## src/rtl/mem_arbiter_if.sv

```systemverilog
// ============================================================================
// Module  : mem_arbiter_if
// Brief   : Bus bundle for the work/video RAM arbiter (CPU, video, RAM sides).
// Revision: 1.0 - initial release
// ============================================================================
`default_nettype none

interface mem_arbiter_if #(
    parameter int XLEN       = 8,
    parameter int ADDR_WIDTH = 13
);
    logic [2*XLEN-1:0]     cpu_addr;
    logic                  cpu_sel;
    logic                  cpu_dbin;
    logic                  cpu_write_n;
    logic [XLEN-1:0]       cpu_wdata;
    logic [XLEN-1:0]       cpu_rdata;
    logic                  cpu_ready;
    logic                  vid_req;
    logic [ADDR_WIDTH-1:0] vid_addr;
    logic                  vid_ack;
    logic [XLEN-1:0]       vid_rdata;
    logic                  ram_en;
    logic                  ram_we;
    logic [ADDR_WIDTH-1:0] ram_addr;
    logic [XLEN-1:0]       ram_wdata;
    logic [XLEN-1:0]       ram_rdata;

    // Arbiter side
    modport slave (
        input  cpu_addr, cpu_sel, cpu_dbin, cpu_write_n, cpu_wdata,
        input  vid_req, vid_addr, ram_rdata,
        output cpu_rdata, cpu_ready, vid_ack, vid_rdata,
        output ram_en, ram_we, ram_addr, ram_wdata
    );

    // Requesters and RAM side
    modport master (
        output cpu_addr, cpu_sel, cpu_dbin, cpu_write_n, cpu_wdata,
        output vid_req, vid_addr, ram_rdata,
        input  cpu_rdata, cpu_ready, vid_ack, vid_rdata,
        input  ram_en, ram_we, ram_addr, ram_wdata
    );
endinterface

`default_nettype wire

```

## src/rtl/mem_arbiter.sv

```systemverilog
// ============================================================================
// Module  : mem_arbiter
// Brief   : Shares a single-port sync RAM between the i8080 core and video
//           scan-out; video has priority, limited by a streak counter.
// Revision: 1.0 - initial release
// ============================================================================
`default_nettype none

module mem_arbiter #(
    parameter int XLEN           = 8,
    parameter int ADDR_WIDTH     = 13,
    parameter int VID_MAX_STREAK = 4
) (
    input  logic          clk,
    input  logic          rst_n,
    mem_arbiter_if.slave  bus_if
);

    localparam int SW = $clog2(VID_MAX_STREAK + 1);
    localparam logic [SW-1:0] STREAK_MAX = SW'(VID_MAX_STREAK);

    typedef enum logic [2:0] {
        S_IDLE     = 3'd0,
        S_CPU_ACC  = 3'd1,
        S_CPU_WAIT = 3'd2,
        S_CPU_HOLD = 3'd3,
        S_VID_ACC  = 3'd4,
        S_VID_WAIT = 3'd5
    } state_t;

    state_t                state_q, state_d;
    logic [SW-1:0]         streak_q, streak_d;
    logic                  is_wr_q, is_wr_d;
    logic [ADDR_WIDTH-1:0] ram_addr_q, ram_addr_d;
    logic [XLEN-1:0]       ram_wdata_q, ram_wdata_d;
    logic [XLEN-1:0]       cpu_rdata_q, cpu_rdata_d;

    logic w_cpu_rd;
    logic w_cpu_wr;
    logic w_cpu_pend;
    logic w_vid_grant;
    logic w_unused_addr_hi;

    // A simultaneous read+write strobe is treated as a write.
    assign w_cpu_wr   = bus_if.cpu_sel & ~bus_if.cpu_write_n;
    assign w_cpu_rd   = bus_if.cpu_sel & bus_if.cpu_dbin;
    assign w_cpu_pend = w_cpu_rd | w_cpu_wr;

    assign w_vid_grant = bus_if.vid_req & ~(w_cpu_pend & (streak_q == STREAK_MAX));

    // CPU address is truncated to the RAM word address.
    assign w_unused_addr_hi = ^bus_if.cpu_addr[2*XLEN-1:ADDR_WIDTH];

    always_ff @(posedge clk or negedge rst_n) begin
        if (!rst_n) begin
            state_q     <= S_IDLE;
            streak_q    <= '0;
            is_wr_q     <= 1'b0;
            ram_addr_q  <= '0;
            ram_wdata_q <= '0;
            cpu_rdata_q <= '0;
        end else begin
            state_q     <= state_d;
            streak_q    <= streak_d;
            is_wr_q     <= is_wr_d;
            ram_addr_q  <= ram_addr_d;
            ram_wdata_q <= ram_wdata_d;
            cpu_rdata_q <= cpu_rdata_d;
        end
    end

    always_comb begin
        state_d     = state_q;
        streak_d    = streak_q;
        is_wr_d     = is_wr_q;
        ram_addr_d  = ram_addr_q;
        ram_wdata_d = ram_wdata_q;
        cpu_rdata_d = cpu_rdata_q;

        case (state_q)
            S_IDLE: begin
                if (w_vid_grant) begin
                    state_d    = S_VID_ACC;
                    ram_addr_d = bus_if.vid_addr;
                    if (!w_cpu_pend) begin
                        streak_d = '0;
                    end else if (streak_q != STREAK_MAX) begin
                        streak_d = streak_q + 1'b1;
                    end
                end else if (w_cpu_pend) begin
                    state_d    = S_CPU_ACC;
                    streak_d   = '0;
                    is_wr_d    = w_cpu_wr;
                    ram_addr_d = bus_if.cpu_addr[ADDR_WIDTH-1:0];
                    if (w_cpu_wr) begin
                        ram_wdata_d = bus_if.cpu_wdata;
                    end
                end
            end
            S_CPU_ACC:  state_d = is_wr_q ? S_CPU_HOLD : S_CPU_WAIT;
            S_CPU_WAIT: begin
                state_d     = S_CPU_HOLD;
                cpu_rdata_d = bus_if.ram_rdata;
            end
            // Hold the CPU in its completed cycle until both strobes drop.
            S_CPU_HOLD: begin
                if (!w_cpu_pend) begin
                    state_d = S_IDLE;
                end
            end
            S_VID_ACC:  state_d = S_VID_WAIT;
            S_VID_WAIT: state_d = S_IDLE;
            default:    state_d = S_IDLE;
        endcase
    end

    assign bus_if.ram_en    = (state_q == S_CPU_ACC) | (state_q == S_VID_ACC);
    assign bus_if.ram_we    = (state_q == S_CPU_ACC) & is_wr_q;
    assign bus_if.ram_addr  = ram_addr_q;
    assign bus_if.ram_wdata = ram_wdata_q;
    assign bus_if.vid_ack   = (state_q == S_VID_WAIT);
    assign bus_if.vid_rdata = bus_if.ram_rdata;
    assign bus_if.cpu_rdata = cpu_rdata_q;
    // Unselected CPU cycles must never be stalled.
    assign bus_if.cpu_ready = (state_q == S_CPU_HOLD) | ~bus_if.cpu_sel;

endmodule

`default_nettype wire

```

## src/flat_wrapper.sv

```systemverilog
// flat-port wrapper written by rule: the top's interface ports become plain ports
module mem_arbiter_flat 
#(
    parameter int XLEN           = 8,
    parameter int ADDR_WIDTH     = 13,
    parameter int VID_MAX_STREAK = 4
)
  (clk, rst_n, bus_if_cpu_addr, bus_if_cpu_sel, bus_if_cpu_dbin, bus_if_cpu_write_n, bus_if_cpu_wdata, bus_if_vid_req, bus_if_vid_addr, bus_if_ram_rdata, bus_if_cpu_rdata, bus_if_cpu_ready, bus_if_vid_ack, bus_if_vid_rdata, bus_if_ram_en, bus_if_ram_we, bus_if_ram_addr, bus_if_ram_wdata);
  mem_arbiter_if #(.XLEN(XLEN), .ADDR_WIDTH(ADDR_WIDTH)) bus_if_i ();
  input  logic clk;
  input  logic rst_n;
  input wire logic [$bits(bus_if_i.cpu_addr)-1:0] bus_if_cpu_addr;
  input wire logic [$bits(bus_if_i.cpu_sel)-1:0] bus_if_cpu_sel;
  input wire logic [$bits(bus_if_i.cpu_dbin)-1:0] bus_if_cpu_dbin;
  input wire logic [$bits(bus_if_i.cpu_write_n)-1:0] bus_if_cpu_write_n;
  input wire logic [$bits(bus_if_i.cpu_wdata)-1:0] bus_if_cpu_wdata;
  input wire logic [$bits(bus_if_i.vid_req)-1:0] bus_if_vid_req;
  input wire logic [$bits(bus_if_i.vid_addr)-1:0] bus_if_vid_addr;
  input wire logic [$bits(bus_if_i.ram_rdata)-1:0] bus_if_ram_rdata;
  output wire logic [$bits(bus_if_i.cpu_rdata)-1:0] bus_if_cpu_rdata;
  output wire logic [$bits(bus_if_i.cpu_ready)-1:0] bus_if_cpu_ready;
  output wire logic [$bits(bus_if_i.vid_ack)-1:0] bus_if_vid_ack;
  output wire logic [$bits(bus_if_i.vid_rdata)-1:0] bus_if_vid_rdata;
  output wire logic [$bits(bus_if_i.ram_en)-1:0] bus_if_ram_en;
  output wire logic [$bits(bus_if_i.ram_we)-1:0] bus_if_ram_we;
  output wire logic [$bits(bus_if_i.ram_addr)-1:0] bus_if_ram_addr;
  output wire logic [$bits(bus_if_i.ram_wdata)-1:0] bus_if_ram_wdata;
  assign bus_if_i.cpu_addr = bus_if_cpu_addr;
  assign bus_if_i.cpu_sel = bus_if_cpu_sel;
  assign bus_if_i.cpu_dbin = bus_if_cpu_dbin;
  assign bus_if_i.cpu_write_n = bus_if_cpu_write_n;
  assign bus_if_i.cpu_wdata = bus_if_cpu_wdata;
  assign bus_if_i.vid_req = bus_if_vid_req;
  assign bus_if_i.vid_addr = bus_if_vid_addr;
  assign bus_if_i.ram_rdata = bus_if_ram_rdata;
  assign bus_if_cpu_rdata = bus_if_i.cpu_rdata;
  assign bus_if_cpu_ready = bus_if_i.cpu_ready;
  assign bus_if_vid_ack = bus_if_i.vid_ack;
  assign bus_if_vid_rdata = bus_if_i.vid_rdata;
  assign bus_if_ram_en = bus_if_i.ram_en;
  assign bus_if_ram_we = bus_if_i.ram_we;
  assign bus_if_ram_addr = bus_if_i.ram_addr;
  assign bus_if_ram_wdata = bus_if_i.ram_wdata;
  mem_arbiter #(.XLEN(XLEN), .ADDR_WIDTH(ADDR_WIDTH), .VID_MAX_STREAK(VID_MAX_STREAK)) u_core (.clk(clk), .rst_n(rst_n), .bus_if(bus_if_i));
endmodule
```

## config.mk

```make
export PLATFORM = sky130hd
export DESIGN_NAME = mem_arbiter_flat
export DESIGN_NICKNAME = d
export VERILOG_FILES = /design/src/rtl/mem_arbiter_if.sv /design/src/rtl/mem_arbiter.sv /design/src/flat_wrapper.sv
export SDC_FILE = /design/constraint.sdc
export NUM_CORES = 1
export LEC_CHECK = 0
export ABC_AREA = 1
export CAP_MARGIN = 20
export CORE_AREA = 2 2 83 85
export CTS_CLUSTER_SIZE = 20
export DETAILED_ROUTE_END_ITERATION = 8
export DIE_AREA = 0 0 85 87
export PLACE_DENSITY = 0.72
export SLEW_MARGIN = 0
export SYNTH_ARGS = -nofsm -noshare
export SYNTH_HDL_FRONTEND = slang
export SYNTH_SLANG_ARGS = --single-unit
export TNS_END_PERCENT = 100
```

## constraint.sdc

```tcl
create_clock -name clk -period 2.5 [get_ports clk]
set_input_delay 0.625 -clock clk [delete_from_list [all_inputs] [get_ports clk]]
set_output_delay 0.625 -clock clk [all_outputs]
set_load 0.01 [all_outputs]
```

-- Word level (Yosys, flattened, before mapping)
Index checks and enable logic that the tools add are counted.
- equality and inequality tests: 10
- add/subtract/negate cells: 1
- bitwise logic cells: 12
- muxes and demuxes: 11
- reductions and logical operators: 7
- operators by type and width (kind ; number):
    $mux W13 ; 2
    $mux W3 ; 7
    $pmux W3 S5 ; 1
    $eq A3 B3 Y1 const B ; 3
    $eq A3 B2 Y1 const B ; 2
    $ne A3 B3 Y1 const B ; 2
    $reduce_and A3 Y1 ; 2
    $and A1 B1 Y1 ; 5
    $not A1 Y1 ; 4
    $reduce_and A2 Y1 ; 2
    $reduce_and A4 Y1 ; 1
    $add A3 B1 Y3 const B ; 1
    $eq A3 B1 Y1 const B ; 1
    $logic_not A3 Y1 ; 1
    $ne A3 B1 Y1 const B ; 1
    $or A1 B1 Y1 ; 3
    $ne A2 B2 Y1 const B ; 1
    $reduce_bool A2 Y1 ; 1
    $mux W1 ; 1
- flip-flop bits (word level): 36
- output and inout bits: 41
- bits of input ports: 51

-- Longest topological paths before layout
- word-level depth: 8
- gate-level depth with buffers: 10

-- Worst setup path after synthesis
Ideal clock, no wire load.
- path kind: reg2out
- start: register u_core.state_q[2]
- end: output port bus_if_ram_we
- slack: 1047 ps
- data arrival time: 828 ps
- stages on the path, launching flop included: 4
- cell sequence: dfrtp_1 -> inv_1 -> nand3_1 -> nor2_1
- cells in the longest elaborated chain, start to end: 2
- RTL lines (what ; line ; RTL):
    from (decl) ; mem_arbiter.sv:31 ; state_t state_q, state_d;
    from (signal assigned) ; mem_arbiter.sv:63 ; state_q <= state_d;
    $eq A3 B1 Y1 ; mem_arbiter.sv:118 ; assign bus_if.ram_we = (state_q == S_CPU_ACC) & is_wr_q;
    $and A1 B1 Y1 ; mem_arbiter.sv:118 ;
    to (decl) ; flat_wrapper.sv:25 ; output wire logic [$bits(bus_if_i.ram_we)-1:0] bus_if_ram_we;
No other way between the ends.

-- Worst setup path after layout
Ends and elaborated chain as after synthesis.

==> summary.md <==
| Metric | Value |
|---|---|
| Outcome | finished clean |
| Commonest cells after routing, fill and taps aside | clkdlybuf4s50_1, nand2_1, dfrtp_1, inv_1, nand3_1 |
| Clk buf depth | 2 |
| Final Max Slew Viols | 0 |
| Most common cell after layout, fill and taps aside | clkdlybuf4s50_1 |
| Pre-CTS WS | 0.227 ns |
| Clk Latency, worst-skew pair | roughly 0.28 ns |
| Synth Area per Inst | 8.37 µm² |
| Largest family of logic cells by synthesized area | simple AND/OR/NAND/NOR gates |
| Synth Area in Compound Gates | 0.0106 |
| DRT iter0 DRCs | 83 |
| Nets | 362 |
| Pwr/cell area | around 1000 mW/mm² |
| I/O Buffers | slightly below 90 |
| CTS tree | yes |
| I/O Pins | 92 |
| DIE AREA | ~0.0074 mm² |
| Simple-Gate Fraction of Synth Area | 0.337 |
| Share of cells above drive strength 1 | 0.110 |
| Die Ht | about 87 µm |
| ANT nets after route | 0 |
| Fillers | between 600 and 700 |
| VDD IR max | 411 µV |
| Worst-case reg-to-reg path depth | 9 |
| # DRC | 0 |
| Rel. slew slack | 0.467 |
| RSZ-0062 raised after global routing | false |
| Total GRT Usage | 0.129 |
| RR Startpoint | u_core.state_q[1] |
| Synth area leader | dfrtp_1 |
| Core area | roughly 0.0066 mm² |
| Chip width | 85 µm |
| Internal power | roughly 1.9 mW |
| Clock Power Share | 0.170 |
| Total of max-cap violations | 0 |
| Cells after synthesis | 226 |
| DR pass1 iterations | 4 |
| H-tree depth | 2 |
| LEAKAGE | roughly 1.4 nW |
| Final worst slack | 0.137 ns |
| RR Endpoint | u_core.streak_q[2] |
| Clock transition at path regs | 0.08 ns |
| Area of the multi-input gates | ~770 µm² |
| Worst min-delay path class | in2async |
| Reg area | ~900 µm² |
| Top cell type's share of synthesized area | 0.476 |
| Combinational share of power | 0.483 |
| Sequential area share after synthesis | 0.476 |
| Yosys cell types | 22 |
| Final period utilization | 0.945 |
| Antenna Cells | 0 |
| Hold_buf cts | 0 |
| # setup viols final | 0 |
| CP startpoint kind | register |
| Initial Util | 0.288 |
| Worst Path Required | around 1.9 ns |
| Worst-Margin Slew | 0.800 ns |
| GRT overflow | 0 |
| Synth warnings | 0 |
| DR WL/cell | between 10 and 15 µm |
| Syn nets | between 200 and 300 |
| CTS buffer count | 5 |
| Post-Synth Adder-Cell Area | 0.0132 |
| Fmax | around 420 MHz |
| Worst R2R Setup Slack | 0.85 ns |
| Sw Share | 0.348 |
| WS Path Type | reg2out |
| Minimum clock period | approximately 2.4 ns |
| Via count | approximately 1700 |
| Largest cells by area after synthesis | dfrtp_1, nand2_1, nand3b_1 |
| Worst Setup End Kind | primary output |
| Largest net degree at the start of global routing | 37 |
| Routability Congestion | ~0.76 |
| Sw Pwr | approximately 1 mW |
| Root Driver | clkbuf_8 |
| Seq pwr share | 0.348 |
| Dpl hpwl | around 3400 µm |
| Post-synthesis mux area share | 0.0476 |
| Avg Vias per Cell | about 4.4 |
| Final TNS setup | 0 ns |
| Arrival @ worst endpoint | between 1.5 and 2 ns |
| Hold Vio Cnt, Final | 0 |
| First-pass GRT wire length | around 7700 µm |
| Post-synthesis cell area | around 0.0019 mm² |
| Vias in the first global route | about 1700 |
| Post-synthesis xor/xnor area fraction | 0 |
| Row count | 30 |
| Synthesis-stage register bit count | 36 |
| Initial antenna violation count | 0 |
| Clock skew | approximately 0.010 ns |
| Clock sink count | 36 |
| Layout area overhead | 54.0% |
| Final WL | between 4000 and 5000 µm |
| CP max FO | 4 |
## through the flow
stage	std cells	hold WS, ns	cell area, µm²	power (mW)	utilization
2_1_floorplan	226	0.329	1890	1.75	-
3_3_place_gp	382	0.453	2800	2.44	0.426
3_5_place_dp	382	0.461	2800	2.47	0.426
4_1_cts	390	0.457	2910	3.00	0.443
5_1_grt	390	0.493	2910	3.19	0.444
6_report	390	0.423	2910	2.95	0.444
## power by group through the flow
stage	combinational (mW)	clock, mW	sequential (mW)
after floorplan	0.616	0	1.13
after global placement	1.41	0	1.03
after detailed placement	1.44	0	1.03
after CTS	1.44	0.524	1.03
after global routing	1.58	0.549	1.07
final	1.42	0.500	1.02
## metal layers
| layer | wire [µm] | up-vias | track usage |
|---|---|---|---|
| met5 | 0 | - | 0 |
| met4 | 15 | 0 | 0.0317 |
| met3 | 326 | 2 | 0.0398 |
| met2 | 2320 | 59 | 0.230 |
| met1 | 1920 | 793 | 0.150 |
| li1 | - | 876 | - |
## cell usage after synthesis (all sizes together)
cell,n
mux2,8
nand4,11
buf,15
nor3,1
nand3,22
o21ai,3
nand3b,13
nand2,80
a21oi,1
inv,28
clkbuf,1
nor2,4
clkinv,1
dfrtp,36
ha,2
## worst max-delay path, cell delays in order (launching register included)
cell             delay [ns]
dfrtp_1                0.43
inv_1                  0.14
nand3_1                0.16
nor2_2                 0.17
clkdlybuf4s50_1        0.55
## what timing repair did
action,4_1_cts,5_1_grt
setup buffers,0,0
resized for setup,0,1
endpoints found under the setup margin,0,1
## layout make-up
class | instances | share of cell area
multi-input combinational | 145 | 0.266
sequential | 36 | 0.309
tap | 80 | 0.0343
clock inverter | 3 | 0.0146
inverter | 29 | 0.0374
timing repair buffer | 92 | 0.315
clock buffer | 5 | 0.0236
## how the worst max path moves through the flow
stage | start | to | cells past startpoint
final | u_core.state_q[2] | bus_if_ram_we | 4
after global routing | u_core.state_q[2] | bus_if_ram_we | 4
after CTS | u_core.state_q[2] | bus_if_ram_we | 4
after detailed placement | bus_if_cpu_sel | bus_if_cpu_ready | 3
after global placement | bus_if_ram_rdata[2] | bus_if_vid_rdata[2] | 2
after floorplan | u_core.state_q[2] | bus_if_ram_we | 3
## cell families after synthesis
family	Yosys count
flops	36
simple gates	131
fa+ha+maj	2
mux	8
compound gates	4
buf+inv	45
## flip-flops by register name (all words and copies together) (netlist names)
signal,flops
u_core.is_wr_q,1
u_core.bus_if.cpu_rdata,8
u_core.state_q,3
u_core.bus_if.ram_wdata,8
u_core.streak_q,3
u_core.bus_if.ram_addr,13
(Power assumes the default switching activity.)
